--- src/rtl/dm_load_unit.sv ---
// Load unit: issues a word read to a fixed-latency synchronous data memory and returns the
// sign/zero-extended field to W. Define MISALIGN_EXC_EN to trap misaligned loads via adel.
module dm_load_unit #(
   parameter int ADDR_W = 12,
   parameter int RD_LAT = 1
) (
   input  logic              clk,
   input  logic              clr,
   input  logic              req,
   input  logic [2:0]        ld_type,
   input  logic [31:0]       addr,
   input  logic              flush,
   output logic              busy,
   output logic              mem_rd_en,
   output logic [ADDR_W-1:0] mem_addr,
   input  logic [31:0]       mem_rdata,
   output logic [31:0]       rdata,
   output logic              valid,
   output logic              adel
);

   localparam logic [2:0] LT_LH  = 3'd1;
   localparam logic [2:0] LT_LHU = 3'd2;
   localparam logic [2:0] LT_LB  = 3'd3;
   localparam logic [2:0] LT_LBU = 3'd4;

   typedef enum logic [1:0] {IDLE, ISSUE, WAIT} state_t;

   state_t            state_q, state_d;
   logic [2:0]        cnt_q, cnt_d;
   logic [2:0]        type_q, type_d;
   logic [1:0]        off_q, off_d;
   logic [ADDR_W-1:0] maddr_q, maddr_d;
   logic [31:0]       rdata_q, rdata_d;
   logic              valid_q, valid_d;
   logic              unused_addr;

   assign unused_addr = ^addr[31:ADDR_W+2];

   // Codes 5..7 fall into the default arm and behave as lw.
   function automatic logic [31:0] extend(input logic [2:0] t, input logic [1:0] off,
                                          input logic [31:0] w);
      logic [15:0] h;
      logic [7:0]  b;
      logic [31:0] r;
      h = off[1] ? w[31:16] : w[15:0];
      b = w[{off, 3'b000} +: 8];
      case (t)
         LT_LH:   r = {{16{h[15]}}, h};
         LT_LHU:  r = {16'h0000, h};
         LT_LB:   r = {{24{b[7]}}, b};
         LT_LBU:  r = {24'h000000, b};
         default: r = w;
      endcase
      return r;
   endfunction

`ifdef MISALIGN_EXC_EN
   logic adel_q, adel_d;
   logic misaligned;

   always_comb begin
      case (ld_type)
         LT_LH, LT_LHU: misaligned = addr[0];
         LT_LB, LT_LBU: misaligned = 1'b0;
         default:       misaligned = (addr[1:0] != 2'b00);
      endcase
   end
`endif

   always_comb begin
      state_d = state_q;
      cnt_d   = cnt_q;
      type_d  = type_q;
      off_d   = off_q;
      maddr_d = maddr_q;
      rdata_d = rdata_q;
      valid_d = 1'b0;
`ifdef MISALIGN_EXC_EN
      adel_d  = 1'b0;
`endif
      if (flush) begin
         state_d = IDLE;
         cnt_d   = '0;
      end else begin
         case (state_q)
            IDLE: begin
               if (req) begin
                  type_d  = ld_type;
                  off_d   = addr[1:0];
                  maddr_d = addr[ADDR_W+1:2];
                  state_d = ISSUE;
`ifdef MISALIGN_EXC_EN
                  // Trapped loads never touch memory; the exception is reported next cycle.
                  if (misaligned) begin
                     state_d = IDLE;
                     valid_d = 1'b1;
                     adel_d  = 1'b1;
                     rdata_d = '0;
                  end
`endif
               end
            end
            ISSUE: begin
               state_d = WAIT;
               cnt_d   = 3'(RD_LAT);
            end
            WAIT: begin
               cnt_d = cnt_q - 3'd1;
               if (cnt_q == 3'd1) begin
                  state_d = IDLE;
                  rdata_d = extend(type_q, off_q, mem_rdata);
                  valid_d = 1'b1;
               end
            end
            default: state_d = IDLE;
         endcase
      end
   end

   always_ff @(posedge clk or negedge clr) begin
      if (!clr) begin
         state_q <= IDLE;
         cnt_q   <= '0;
         type_q  <= '0;
         off_q   <= '0;
         maddr_q <= '0;
         rdata_q <= '0;
         valid_q <= 1'b0;
      end else begin
         state_q <= state_d;
         cnt_q   <= cnt_d;
         type_q  <= type_d;
         off_q   <= off_d;
         maddr_q <= maddr_d;
         rdata_q <= rdata_d;
         valid_q <= valid_d;
      end
   end

`ifdef MISALIGN_EXC_EN
   always_ff @(posedge clk or negedge clr) begin
      if (!clr) adel_q <= 1'b0;
      else      adel_q <= adel_d;
   end
   assign adel = adel_q;
`else
   assign adel = 1'b0;
`endif

   assign busy      = (state_q != IDLE);
   assign mem_rd_en = (state_q == ISSUE) && !flush;
   assign mem_addr  = maddr_q;
   assign rdata     = rdata_q;
   assign valid     = valid_q;

endmodule
--- config.mk ---
export PLATFORM = sky130hd
export DESIGN_NAME = dm_load_unit
export DESIGN_NICKNAME = d
export VERILOG_FILES = /design/src/rtl/dm_load_unit.sv
export SDC_FILE = /design/constraint.sdc
export NUM_CORES = 1
export LEC_CHECK = 0
export BUFFER_PORTS_ARGS = -buffer_cell sky130_fd_sc_hd__buf_2
export CAP_MARGIN = 40
export CORE_MARGIN = 5
export CORE_UTILIZATION = 54
export CTS_BUF_LIST = sky130_fd_sc_hd__clkbuf_8
export DETAILED_ROUTE_END_ITERATION = 10
export GPL_ROUTABILITY_DRIVEN = 0
export PLACE_DENSITY = 0.93
export SETUP_SLACK_MARGIN = 0.5
export SLEW_MARGIN = 20
export SYNTH_ARGS = -nofsm -noshare
export SYNTH_HDL_FRONTEND = slang
export SYNTH_SLANG_ARGS = --single-unit
export TNS_END_PERCENT = 30
--- constraint.sdc ---
create_clock -name clk -period 2.9 [get_ports clk]
set_input_delay 0.145 -clock clk [delete_from_list [all_inputs] [get_ports clk]]
set_output_delay 0.145 -clock clk [all_outputs]
set_load 0.1 [all_outputs]
**Yosys cells after proc, flatten, opt, wreduce, memory -nomap -nowiden**

Index checks and enable logic that the tools add are counted.

- $add $sub $neg: 1
- Reductions and logical operators: 8
- Shifts and indexed selects: 1
- Equal/unequal tests: 9
- Bitwise operators: 1
- Mux-type cells: 11

Operator list:

| cell | count |
|---|---|
| one-hot mux 32 bit (4 select lines) | 1 |
| indexed part select 32 x 6 -> 8 bit | 1 |
| 2-to-1 mux 16 bit | 1 |
| == test 3 x 1 -> 1 bit (second input constant) | 2 |
| == test 3 x 2 -> 1 bit (second input constant) | 2 |
| 2-to-1 mux 2 bit | 3 |
| inequality test 3 bit (second input constant) | 2 |
| one-hot mux 2 bit (3 select lines) | 1 |
| one-hot mux 3 bit (2 select lines) | 1 |
| AND reduction 3 bit | 2 |
| == test 3 bit (second input constant) | 1 |
| 2-to-1 mux 1 bit | 3 |
| 2-to-1 mux 3 bit | 1 |
| nonzero test 3 bit | 1 |
| subtractor 3 x 1 -> 3 bit (second input constant) | 1 |
| == test 2 x 1 -> 1 bit (second input constant) | 1 |
| == test 2 bit (second input constant) | 1 |
| logical NOT 2 bit | 1 |
| AND reduction 2 bit | 1 |
| nonzero test 2 bit | 1 |
| logical AND 1 bit | 1 |
| logical NOT 1 bit | 1 |
| NOT 1 bit | 1 |

- Bits in registers: 55
- Output and inout port bits: 48
- Logic and storage cells: 38
- Input port bits: 71

**Longest topological paths before layout**

Gate-level depths: netlist of run 1.

- Depth in word-level cells: 4
- Gate-level depth with buffers: 7

**Worst setup path before layout of run 1**

No wires, ideal clock.

- Path type: reg2reg
- Start point: reg state_q[0]
- End point: reg maddr_q[10] (netlist: mem_addr[10])
- Setup time: 0.125 ns
- Path buffers: 2
- Arrival time: 2.040 ns
- Cell stages (with the launch flop): 6
- Path slack: 0.735 ns
- Cells stage by stage: dfrtp_1 > or2_1 > nor3b_1 > buf_2 > buf_4 > mux2_2

- Word-level cells in the longest chain between the ends: 2

RTL lines:

| item | RTL line | RTL |
|---|---|---|
| start: declaration | 29 | `state_t state_q, state_d;` |
| start signal: assignment | 131 | `state_q <= state_d;` |
| logical NOT 2 bit | 86 | `case (state_q)` |
| AND reduction 3 bit (no line) | - |  |
| end signal: assignment | 135 | `maddr_q <= maddr_d;` |
| end: declaration | 33 | `logic [ADDR_W-1:0] maddr_q, maddr_d;` |

Every way passes these cells.
A chain may end at the register's enable or synchronous reset.

**Worst setup path after layout of run 1**

- Start point: reg type_q[1]
- End point: reg rdata_q[1] (netlist: rdata[1])

- Word-level cells in the longest chain between the ends: 2

RTL lines:

| item | RTL line | RTL |
|---|---|---|
| start: declaration | 31 | `logic [2:0] type_q, type_d;` |
| start signal: assignment | 133 | `type_q <= type_d;` |
| == test 3 bit, or another cell as far along | 48 | `case (t)` |
| one-hot mux 32 bit (4 select lines) * | 48 |  |
| end signal: assignment | 136 | `rdata_q <= rdata_d;` |
| end: declaration | 34 | `logic [31:0] rdata_q, rdata_d;` |

Mark *: on every way between the ends. The rest lies on a longest branch, timed or not.

==> out/results.ini, run 1 <==
[floorplan]
ios = 119
die_area_sq_um = 7092
core_sq_um = 5439
die_h_um = 84.22
fp.dieW_um = 84.22
fp-row-count = 27
initial_utilization_pct = 54.68

[clock_network]
ctsHtreeMaxLevel = 2
cts-resized-gates = 0
cts_tree = yes
cts_inserted_buffers = 5
clk_pin_slew_ns = 0.10
numClockSinks = 55
cts_max_path_buffers = 2
clockRootBuffer = clkbuf_8
clk_latency_ns = 0.31

[timing]
fmax_mhz = 445.8
rsz0062_at_grt = no
period_share_pct = 77.36
finalSetupTns_ns = 0
whs_ns = 0.02839
hold_viol = 0
period_needed_ns = 2.243
clock_skew_ns = 0.006151
slew_headroom_pct = 47.17
worst_pin_slew_ns = 0.7925
setup-violations-final = 0
maxSlewViolCount = 0
setup_ws_ns = 0.6567

[pwr]
power.density_nw_per_um2 = 1231
pwr-share-clk_pct = 10.4
internal_power_mw = 1.762
peakVddDrop_mv = 1.025
finalPower_mw = 4.434
switchingPower_mw = 2.672
p_comb_share_pct = 62.6
p_sw_share_pct = 60.26
seq_power_share_pct = 27.0
p_leak_nw = 1.779

[grt]
grt_pass1_wl_um = 12990
first_global_vias = 2567
gr-usage-all-layers_pct = 22.68
grt_antenna_before_repair = 0
overflow = 0
grt_max_degree = 30

[worst_setup_path]
critPathKind = reg -> reg
worst-endpoint-required_ns = 3.13
worstSetupEndpointType = register
start_kind = register
crit_family = flip-flops
worst-path-buf-inv = 0
cp_slowest_stage_delay_ns = 0.63
crit_arrival_ns = 2.47
cp_max_fo = 23
cp_slowest_cell = dfrtp_1
worstPathCellList = or2_2, xnor2_4, a22oi_1, a31oi_1

[yosys]
ys_seq_elements = 55
synth_nets = 369
synthCells = 296
yosysSeqAreaShare_pct = 46.28
synth_area_per_cell_sq_um = 10.05
synth_warnings = 0
synth_flop_cell = dfrtp_1
ys_types = 42
synth_edf_count = 0
async_flop_share_pct = 100.0
synth_area_sq_um = 2974

[place]
hpwlAfterDp_um = 5858
numPortBuffers = 99
dp_slack_ns = 0.7083
placed_area_sq_um = 3493

[drt]
vias = 2592
wl_um = 7884
drtPass1Iterations = 5
ant_nets = 0
drc_errors = 0
wire_per_inst_um = 17.21
vias_per_cell = 5.659
drt_iter0_drc = 201

[final_layout]
final_layout_size_suffix_gt1_share_pct = 38.60
final_common_cell = buf_2
antenna_cells = 0
syn_to_final_growth_pct = 21.16
design_area_sq_um = 3603
layout.cells.most_common_list = 99 x buf_2, 55 x dfrtp_1, 34 x nor2_1
nets = 458

[outcome]
status = complete, no violations

[job]
drv_cap = 0

[hold_path]
min_path_type = in -> reg

==> registers in the layout, summed over array words and instances, names as in the netlist <==
name	cells
cnt_q	3
mem_addr	12
state_q	2
rdata	32
type_q	3
off_q	2
valid	1
==> through the flow <==
step,std cells,util (%)
floorplan,296,-
global placement,448,63.86
detailed placement,449,64.23
CTS,458,66.25
global route,458,66.25
finish,458,66.25
==> tightest hold or removal path, cell delays in order <==
cell     delay [ns]
buf_2          0.08
nand2_1        0.03
o21ai_0        0.05
==> synth_stat cells, types with 2 or more instances <==
master / count / area share [%]
nor2_1: 34 / 4.3
nand2_1: 20 / 2.5
o22ai_1: 7 / 1.5
a21o_1: 8 / 2.0
a21boi_4: 2 / 1.3
a31oi_1: 10 / 2.1
mux2i_1: 11 / 3.7
a21oi_1: 19 / 3.2
mux2_2: 24 / 9.1
a211oi_1: 2 / 0.50
nor2b_1: 12 / 2.5
ha_1: 2 / 0.84
nand3_1: 2 / 0.34
clkbuf_1: 8 / 1.0
a22oi_1: 7 / 1.8
buf_4: 4 / 1.0
and3_1: 2 / 0.42
inv_1: 11 / 1.4
a221oi_1: 7 / 2.1
or2_2: 8 / 1.7
dfrtp_1: 55 / 46
o22a_1: 7 / 2.1
o21ai_0: 4 / 0.67
buf_2: 10 / 1.7
nand2b_1: 3 / 0.63
==> final cells by class <==
class	instances	area, sq um
Tap cell	72	90.09
Fill cell	422	1836
Inverter	11	41.29
Sequential cell	55	1376
Clock inverter	1	3.754
Timing Repair Buffer	105	555.5
Clock buffer	7	96.34
Multi-Input combinational cell	207	1440
==> repair_timing <==
| item | CTS | global route |
|---|---|---|
| endpoints found under the hold margin | 13 | 0 |
| setup buffers | 0 | 0 |
| hold buffers | 1 | 0 |
==> layer usage <==
| layer | track usage [%] | wire length (um) |
|---|---|---|
| met3 | 4.024 | 579 |
| met1 | 30.38 | 3191 |
| met4 | 9.503 | 168 |
| met2 | 36.37 | 3944 |
| met5 | 0 | 0 |
==> power by group through the flow <==
stage | Clock, mW | Sequential (mW) | Combinational [mW]
after floorplan | 0 | 2.84 | 0.677
after global placement | 0 | 1.20 | 2.72
after detailed placement | 0 | 1.21 | 2.77
after CTS | 0.466 | 1.20 | 2.78
after global routing | 0.499 | 1.23 | 2.89
final | 0.460 | 1.20 | 2.78
==> worst paths after layout <==
kind / to / slack (ns) / cells past startpoint / startpoint
setup / recovery: rdata[1] / 0.66 / 4 / type_q[1]
max in group asynchronous: rdata[16] / 1.89 / 4 / clr
min in group asynchronous: mem_addr[10] / 0.27 / 2 / clr
hold reg to reg: mem_addr[8] / 0.51 / 1 / mem_addr[8]
setup reg to reg: rdata[1] / 0.66 / 4 / type_q[1]
hold / removal: type_q[2] / 0.03 / 3 / ld_type[2]
==> logic make-up (layout without fill, tap and decap cells) <==
kind of cell,count (synthesis),in the layout,share of synthesized area [%]
AOI/OAI and AO/OA,77,77,18.30
xor gates and xnor gates,2,2,1.220
adders and majority gates,2,2,0.8413
buffers and inverters,34,124,5.469
DFF,55,55,46.28
muxes,35,35,12.79
other,1,1,0.1261
and+or+nand+nor,90,90,14.98
Note: power is estimated with default switching activity, not from simulation.
==> run 2: changes to the inputs <==
Settings changed: ABC_AREA from default to 1, CORE_UTILIZATION 54 to 50, PLACE_DENSITY 0.93 to 0.87.
Clock period 2.9 ns to 2.35 ns, I/O delays scaled along.
==> out/results.ini, run 2 <==
[grt]
grt_max_degree = 66
overflow = 0
first_global_vias = 2894
grt_pass1_wl_um = 13260
grt_antenna_before_repair = 1
gr-usage-all-layers_pct = 22.06

[yosys]
synth_top_cell_by_area = dfrtp_1
ys_types = 25
synth_area_per_cell_sq_um = 7.388
synth_top_area_share_pct = 46.81
synth_area_sq_um = 2940
synthTopCellsByArea = dfrtp_1 47%, nand2_1 18%, nor2_1 10%, nand3_1 4.6%, inv_1 2.9%
yosys-top-cells-count = 140 x nand2_1, 82 x nor2_1, 55 x dfrtp_1, 27 x nand3_1, 23 x inv_1
synth_edf_count = 0
yosysSeqAreaShare_pct = 46.81
synth_flop_cell = dfrtp_1
synth_warnings = 0
synth_nets = 471
ys_seq_elements = 55
synth_most_common_cell = nand2_1
synthCells = 398
async_flop_share_pct = 100.0

[drt]
vias = 2952
wl_um = 7926
drc_errors = 0
vias_per_cell = 5.081
drtPass1Iterations = 5
drt_iter0_drc = 300
wire_per_inst_um = 13.64
ant_nets = 0

[timing]
finalSetupTns_ns = 0
fmax_mhz = 571.1
worst_pin_slew_ns = 0.6143
rsz0062_at_grt = no
maxSlewViolCount = 0
slew_headroom_pct = 59.04
setup_ws_ns = 0.5991
period_needed_ns = 1.751
setup-violations-final = 0
clock_skew_ns = 0.007408
hold_viol = 0
period_share_pct = 74.51

[floorplan]
initial_utilization_pct = 50.56
ios = 119
die_h_um = 86.69
core_sq_um = 5816
fp.dieW_um = 86.69
die_area_sq_um = 7514
fp-row-count = 28

[final_layout]
instances_no_fill = 581
layout.cells.most_common_list = 140 x nand2_1, 99 x buf_2, 80 x nor2_1
largest_reg_flops = 32
design_area_sq_um = 3725
syn_to_final_growth_pct = 26.68
nets = 578
final_common_cell = nand2_1
antenna_cells = 0
final_layout_size_suffix_gt1_share_pct = 26.28

[clock_network]
cts-resized-gates = 0
cts_inserted_buffers = 5
numClockSinks = 55
clockRootBuffer = clkbuf_8
cts_tree = yes
ctsHtreeMaxLevel = 2
clk_latency_ns = 0.32
cts_max_path_buffers = 2
clk_pin_slew_ns = 0.11

[worst_setup_path]
worstSetupEndpointType = primary output
rr_endpoint = rdata[24]
worst-endpoint-required_ns = 2.23
crit_arrival_ns = 1.63
critPathKind = reg -> out
r2r_slack_ns = 0.72
setup.worst_path.start = state_q[1]
crit_path_end = mem_rd_en
worstRegToRegCells = 7
r2r_start = type_q[0]
start_kind = register
cp_max_fo = 4

[job]
drv_cap = 0

[pwr]
finalPower_mw = 5.791
p_leak_nw = 2.018
power.density_nw_per_um2 = 1555
peakVddDrop_mv = 0.9710

[hold_path]
min_path_type = in -> reg

[place]
placed_area_sq_um = 3470
numPortBuffers = 99
dp_slack_ns = 0.7275
dpl.cell_count = 559
hpwlAfterDp_um = 5605

[outcome]
status = complete, no violations

==> run 2: cell type report <==
type                            instances  area (sq um)
Clock buffer                            5         68.82
Clock inverter                          3         46.29
Fill cell                             493          2091
Inverter                               25         93.84
Multi-Input combinational cell        301          1368
Sequential cell                        55          1376
Tap cell                               75         93.84
Timing Repair Buffer                  117         678.2
==> run 2: per-stage QoR <==
stage	hold WS (ns)	util [%]
2_1_floorplan	-0.1781	-
3_3_place_gp	0.1473	59.66
3_5_place_dp	0.1719	59.66
4_1_cts	0.0006615	64.05
5_1_grt	0.01891	64.05
6_report	0.003301	64.05
==> run 2: where the power goes <==
part	internal, mW	switching, mW	total (mW)
combinational	0.590	3.07	3.66
clock	0.322	0.335	0.657
sequential	1.28	0.189	1.47
==> run 2: cell families after synthesis <==
logic type	count (synthesis)	share of synthesized area, %
and+or+nand+nor	276	40.04
DFF	55	46.81
buffers and inverters	42	7.021
AOI/OAI and AO/OA	14	2.468
muxes	7	2.383
adders and majority gates	2	0.8509
other	1	0.1275
xor gates and xnor gates	1	0.2979
==> run 2: worst min-delay path by stage <==
stage | from | endpoint | cells after the start | slack [ns]
4_1_cts | ld_type[0] | type_q[0] | 3 | 0.0007
6_report | ld_type[0] | type_q[0] | 3 | 0.003
3_5_place_dp | clr | valid | 1 | 0.17
5_1_grt | ld_type[0] | type_q[0] | 3 | 0.02
2_1_floorplan | clr | cnt_q[0] | 0 | -0.18
3_3_place_gp | clr | valid | 1 | 0.15
==> run 2: critical path, stage by stage, from the launching register on <==
cell     delay (ns)
dfrtp_1        0.42
or2_2          0.33
nor2_2         0.12
buf_2          0.44
==> run 2: metal layers <==
layer / global-route usage, % / wire length (um) / part of all wire (%) / vias up
met1: 27.38 / 3187 / 40 / 1364
met4: 5.099 / 79 / 1.0 / 2
met5: 0 / 11 / 0.14 / -
met3: 6.844 / 823 / 10 / 11
li1: - / - / - / 1443
met2: 37.62 / 3825 / 48 / 132
==> run 2: timing repair <==
action	4_1_cts	5_1_grt
endpoints found under the hold margin	39	0
buffers inserted	0	0
setup endpoints to repair	0	1
hold buffers	14	0
